File: src/rtl/kyber_decrypt.sv
// rtl/kyber_decrypt.sv - Baby Kyber decryption: w = v - s.u over Z17[x]/(x^4+1), one serial MAC
module kyber_decrypt #(
   parameter int COEF_W = 32,
   parameter int Q      = 17,
   parameter int N_MAC  = 32
) (
   input  logic                                  clk,
   input  logic                                  rst_n,
   input  logic                                  in_valid,
   output logic                                  in_ready,
   input  logic signed [1:0][3:0][COEF_W-1:0]    secretkey,
   input  logic signed [1:0][3:0][COEF_W-1:0]    u_in,
   input  logic signed [3:0][COEF_W-1:0]         v_in,
   output logic                                  out_valid,
   input  logic                                  out_ready,
   output logic [3:0]                            message,
   output logic [3:0][COEF_W-1:0]                w_out,
   output logic                                  busy
);

   typedef enum logic [1:0] {IDLE, MAC, REDUCE, DONE} state_t;

   localparam logic signed [COEF_W-1:0] QS = COEF_W'(Q);
   // A coefficient decodes to 1 when it lies nearer Q/2 than 0 (5..12 for Q=17)
   localparam logic signed [COEF_W-1:0] LO = COEF_W'((Q + 3) / 4);
   localparam logic signed [COEF_W-1:0] HI = COEF_W'(Q - (Q + 3) / 4);
   localparam logic [4:0]               K_LAST = 5'(N_MAC - 1);

   state_t                     state;
   logic [4:0]                 k;
   logic signed [COEF_W-1:0]   s_r [2][4];
   logic signed [COEF_W-1:0]   u_r [2][4];
   logic signed [COEF_W-1:0]   v_r [4];
   logic signed [COEF_W-1:0]   acc [4];

   logic                       p;
   logic [1:0]                 i;
   logic [1:0]                 j;
   logic [2:0]                 sum3;
   logic [1:0]                 idx;
   logic                       wrap;
   logic signed [COEF_W-1:0]   prod;
   logic signed [COEF_W-1:0]   d    [4];
   logic signed [COEF_W-1:0]   r    [4];
   logic signed [COEF_W-1:0]   w_next [4];
   logic [3:0]                 msg_next;

   always_comb begin
      p    = k[4];
      i    = k[3:2];
      j    = k[1:0];
      sum3 = {1'b0, i} + {1'b0, j};
      idx  = sum3[1:0];
      // x^4 = -1: products landing past degree 3 are subtracted
      wrap = sum3[2];
      prod = s_r[p][i] * u_r[p][j];
      msg_next = '0;
      for (int n = 0; n < 4; n++) begin
         d[n]      = v_r[n] - acc[n];
         r[n]      = d[n] % QS;
         w_next[n] = (r[n] < 0) ? r[n] + QS : r[n];
         msg_next[n] = (w_next[n] >= LO) && (w_next[n] <= HI);
      end
   end

   always_ff @(posedge clk) begin
      if (state == IDLE && in_valid && in_ready) begin
         for (int a = 0; a < 2; a++) begin
            for (int b = 0; b < 4; b++) begin
               s_r[a][b] <= $signed(secretkey[a][b]);
               u_r[a][b] <= $signed(u_in[a][b]);
            end
         end
         for (int b = 0; b < 4; b++) v_r[b] <= $signed(v_in[b]);
      end
   end

   always_ff @(posedge clk) begin
      if (!rst_n) begin
         state     <= IDLE;
         k         <= '0;
         for (int n = 0; n < 4; n++) acc[n] <= '0;
         message   <= '0;
         w_out     <= '0;
         out_valid <= 1'b0;
         in_ready  <= 1'b1;
         busy      <= 1'b0;
      end else begin
         case (state)
            IDLE: begin
               if (in_valid && in_ready) begin
                  k        <= '0;
                  for (int n = 0; n < 4; n++) acc[n] <= '0;
                  in_ready <= 1'b0;
                  busy     <= 1'b1;
                  state    <= MAC;
               end
            end
            MAC: begin
               acc[idx] <= wrap ? acc[idx] - prod : acc[idx] + prod;
               k        <= k + 5'd1;
               if (k == K_LAST) state <= REDUCE;
            end
            REDUCE: begin
               for (int n = 0; n < 4; n++) w_out[n] <= w_next[n];
               message <= msg_next;
               busy    <= 1'b0;
               state   <= DONE;
            end
            DONE: begin
               // result registers settle one cycle before out_valid is raised
               if (!out_valid) begin
                  out_valid <= 1'b1;
               end else if (out_ready) begin
                  out_valid <= 1'b0;
                  in_ready  <= 1'b1;
                  state     <= IDLE;
               end
            end
            default: state <= IDLE;
         endcase
      end
   end

endmodule
File: config.mk
export PLATFORM = sky130hd
export DESIGN_NAME = kyber_decrypt
export DESIGN_NICKNAME = d
export VERILOG_FILES = /design/src/rtl/kyber_decrypt.sv
export SDC_FILE = /design/constraint.sdc
export NUM_CORES = 2
export LEC_CHECK = 0
export ABC_CLOCK_PERIOD_IN_PS = 20200
export BUFFER_PORTS_ARGS = -buffer_cell sky130_fd_sc_hd__buf_2
export CAP_MARGIN = 15
export CORE_MARGIN = 4
export CORE_UTILIZATION = 32
export DETAILED_ROUTE_END_ITERATION = 10
export PLACE_DENSITY = 0.47
export SLEW_MARGIN = 20
export SYNTH_ARGS = -nofsm -noshare
export SYNTH_HDL_FRONTEND = slang
export SYNTH_SLANG_ARGS = --single-unit
File: constraint.sdc
create_clock -name clk -period 20.2 [get_ports clk]
set_clock_uncertainty 0.05 [all_clocks]
set_input_delay 3.03 -clock clk [delete_from_list [all_inputs] [get_ports clk]]
set_output_delay 3.03 -clock clk [all_outputs]
set_load 0.01 [all_outputs]
==> metrics.md <==
| Metric | Value |
|---|---|
| Vias/cell | 5.34 |
| Share of layout cells above drive strength 1 | 34.9% |
| Synth Area in Simple Gates | 17.9% |
| Top-count cell post-synth | nand2_1 |
| WS Path Type | flip-flop to flip-flop |
| H-tree depth | 3 |
| Fillers | 26600 |
| CP required | 20.87 ns |
| Tightest Pin Transition | 1.37 ns |
| Max Cap Viol | 0 |
| Syn Area/Cell | 9.25 um^2 |
| Largest net degree at the start of global routing | 180 |
| Fin area | 118000 um^2 |
| Yosys warns | 0 |
| Cell mode on critical path | buf_4 |
| Hold_buf cts | 0 |
| Compound-cell area share of the yosys netlist | 20.1% |
| RSZ-0062 raised after global routing | yes |
| Syn_nets | 10800 |
| Post-Place Worst Slack | -0.464 ns |
| GRT overflow | 0 |
| Starting Density | 32.1% |
| Post-synth ARST share | 0% |
| Synth Instances | 9412 |
| Worst relative slew slack | 7.85% |
| IO Port Bufs | 778 |
| CTS max path bufs | 4 |
| CTS Buf Count | 109 |
| Clk pin slew, worst setup/hold paths | 0.06 ns |
| Via count | 83900 |
| Synth area leaders | edfxtp_1, fa_1, ha_1, nand2_1, mux4_2 |
| Final Cycle Share | 98.1% |
| Initial DRC Count | 5415 |
| Routed len/inst | 21.6 um |
| Final hold violations | 0 |
| Final Critical Period | 19.81 ns |
| Final setup viols | 0 |
| Synth Area in XOR/XNOR | 5.98% |
| DP Area | 108000 um^2 |
| Initial antenna violation count | 102 |
| Setup slack after layout | 0.394 ns |
| Most common library cells after synthesis | nand2_1, inv_1, nor2_1, edfxtp_1, a21oi_1 |
| GRT Total Usage | 22.9% |
| First-pass GRT wire length | 503000 um |
| Nets | 13400 |
| Slowest stage delay, CP | 0.59 ns |
| Vias in the first global route | 83600 |
| Worst r2r src | acc[2][10]$_SDFFCE_PN0P_ |
| # DRC | 0 |
| Worst-Skew Late Latency | 0.87 ns |
| Min-delay worst type | flip-flop to flip-flop |
| Most used DFF post-synth | edfxtp_1 |
| Register bit count reported by yosys | 911 |
| Die height | 529 um |
| Mux cell area share after synthesis | 6.21% |
| Site Rows | 191 |
| Io pins | 779 |
| Post-synth EDFFs | 768 |
| Critical path arrival | 20.47 ns |
| WL final | 340000 um |
| CP startpoint | acc[2][10]$_SDFFCE_PN0P_ |
| Adder-cell share of the synthesized area | 14.5% |
| Cell at the root of the clock tree | clkbuf_16 |
| Cell taking the most area after synthesis | edfxtp_1 |
| Seq/Total Area, Yosys | 29.8% |
| Outcome | complete, no violations |
| DR pass1 iterations | 6 |
| Share of the synthesized area in the top cell type | 26.5% |
| CTS sink count | 911 |
| Largest family of logic cells by synthesized area | compound AO/OA/AOI/OAI gates |
| Yosys cell types | 168 |
| Worst Setup End Kind | flip-flop |
| Gp weighted congestion | 0.912 |
| Synth-to-Final Area Change | 35.5% |
| Antenna-violating nets left | 0 |
| Worst hold start | w_out[113]$_SDFFE_PN0P_ |
| F_max | 50.5 MHz |
| Syn Std Cell Area | 87000 um^2 |
| CP max FO | 8 |
| Family with the most delay on the worst path | compound AO/OA/AOI/OAI gates |
| Die Wd | 529 um |
| Worst path bufs/invs | 16 |
| Hpwl dp | 271000 um |
| Die area | 280000 um^2 |
| CTS tree | built |
| Core box area | 271000 um^2 |
| CP max stage cell | or4b_4 |
| Max-slew violation count | 0 |
| Startpoint class of the critical path | flip-flop |
[cells in the final DEF, fill, tap and decap left out, types with 259 or more instances in the layout]
cell,synthesis,routed
a21oi_1,525,463
buf_2,40,779
buf_4,22,2010
edfxtp_1,768,768
fa_1,414,410
ha_1,342,309
inv_1,867,852
nand2_1,1061,1035
nor2_1,832,797
o21ai_0,314,259
xnor2_1,379,343
[routing by layer]
metal	wire length [um]	global-route usage, %
met1	146000	29.9
met2	166000	39.6
met5	462	0
met4	10300	6.43
met3	17400	3.10
[worst register-to-register path, delay by kind of cell, from the launching register on]
kind,cells,cell delay (ns)
AND/OR/NAND/NOR,27,6.16
buffers and inverters,16,2.63
adder cells (fa/ha/maj),4,1.06
flip-flops,1,0.49
multiplexers,2,0.29
AO/OA/AOI/OAI,38,8.84
XOR/XNOR,1,0.18
[timing repair]
item | in CTS | in global routing
buffers inserted | 20 | 171
resized for setup | 113 | 884
pin swaps | 25 | 363
endpoints found under the hold margin | 0 | 0
gates cloned | 1 | 2
setup endpoints to repair | 119 | 132
[through the flow]
stage | instances | hold slack (ns) | utilization (%) | setup TNS [ns]
3_3_place_gp | 15300 | 0.384 | 39.9 | -10.85
6_report | 15700 | 0.400 | 43.5 | 0
4_1_cts | 15500 | 0.406 | 41.4 | 0
3_5_place_dp | 15300 | 0.389 | 39.9 | -21.02
5_1_grt | 15700 | 0.415 | 43.5 | -28.41
2_1_floorplan | 9412 | 0.426 | - | 0
[cells by family after synthesis]
family,Yosys count
flip-flops,911
AND/OR/NAND/NOR,3217
buffers and inverters,1202
XOR/XNOR,576
multiplexers,333
adder cells (fa/ha/maj),763
AO/OA/AOI/OAI,2410
[registers in the layout, summed over array words and instances (netlist names), named ones only]
name,cells
s_r,256
u_r,256
acc,128
v_r,128
w_out,128
k,5
message,4
state,2
busy,1
in_ready,1
out_valid,1
[cell type report]
type	instances	area [um^2]	area share [%]
antenna	48	120	0.102
clock buffer	144	2950	2.50
clock inverter	55	539	0.457
sequential	911	25900	22.0
timing repair buffer	2820	19500	16.5
inverter	870	3270	2.77
multi-input combinational	7300	61200	51.9
tap	3570	4470	3.79
[path summary, 6_finish.rpt]
kind | depth (start not counted) | slack (ns) | end
min | 1 | 0.40 | w_out[113]$_SDFFE_PN0P_
min reg2reg | 1 | 0.40 | w_out[113]$_SDFFE_PN0P_
max | 88 | 0.39 | w_out[73]$_SDFFE_PN0P_
max reg2reg | 88 | 0.39 | w_out[73]$_SDFFE_PN0P_
Power is left out: the tool's default activity adds up to more than one toggle a clock period on the data nets, which glitch-free logic cannot reach.
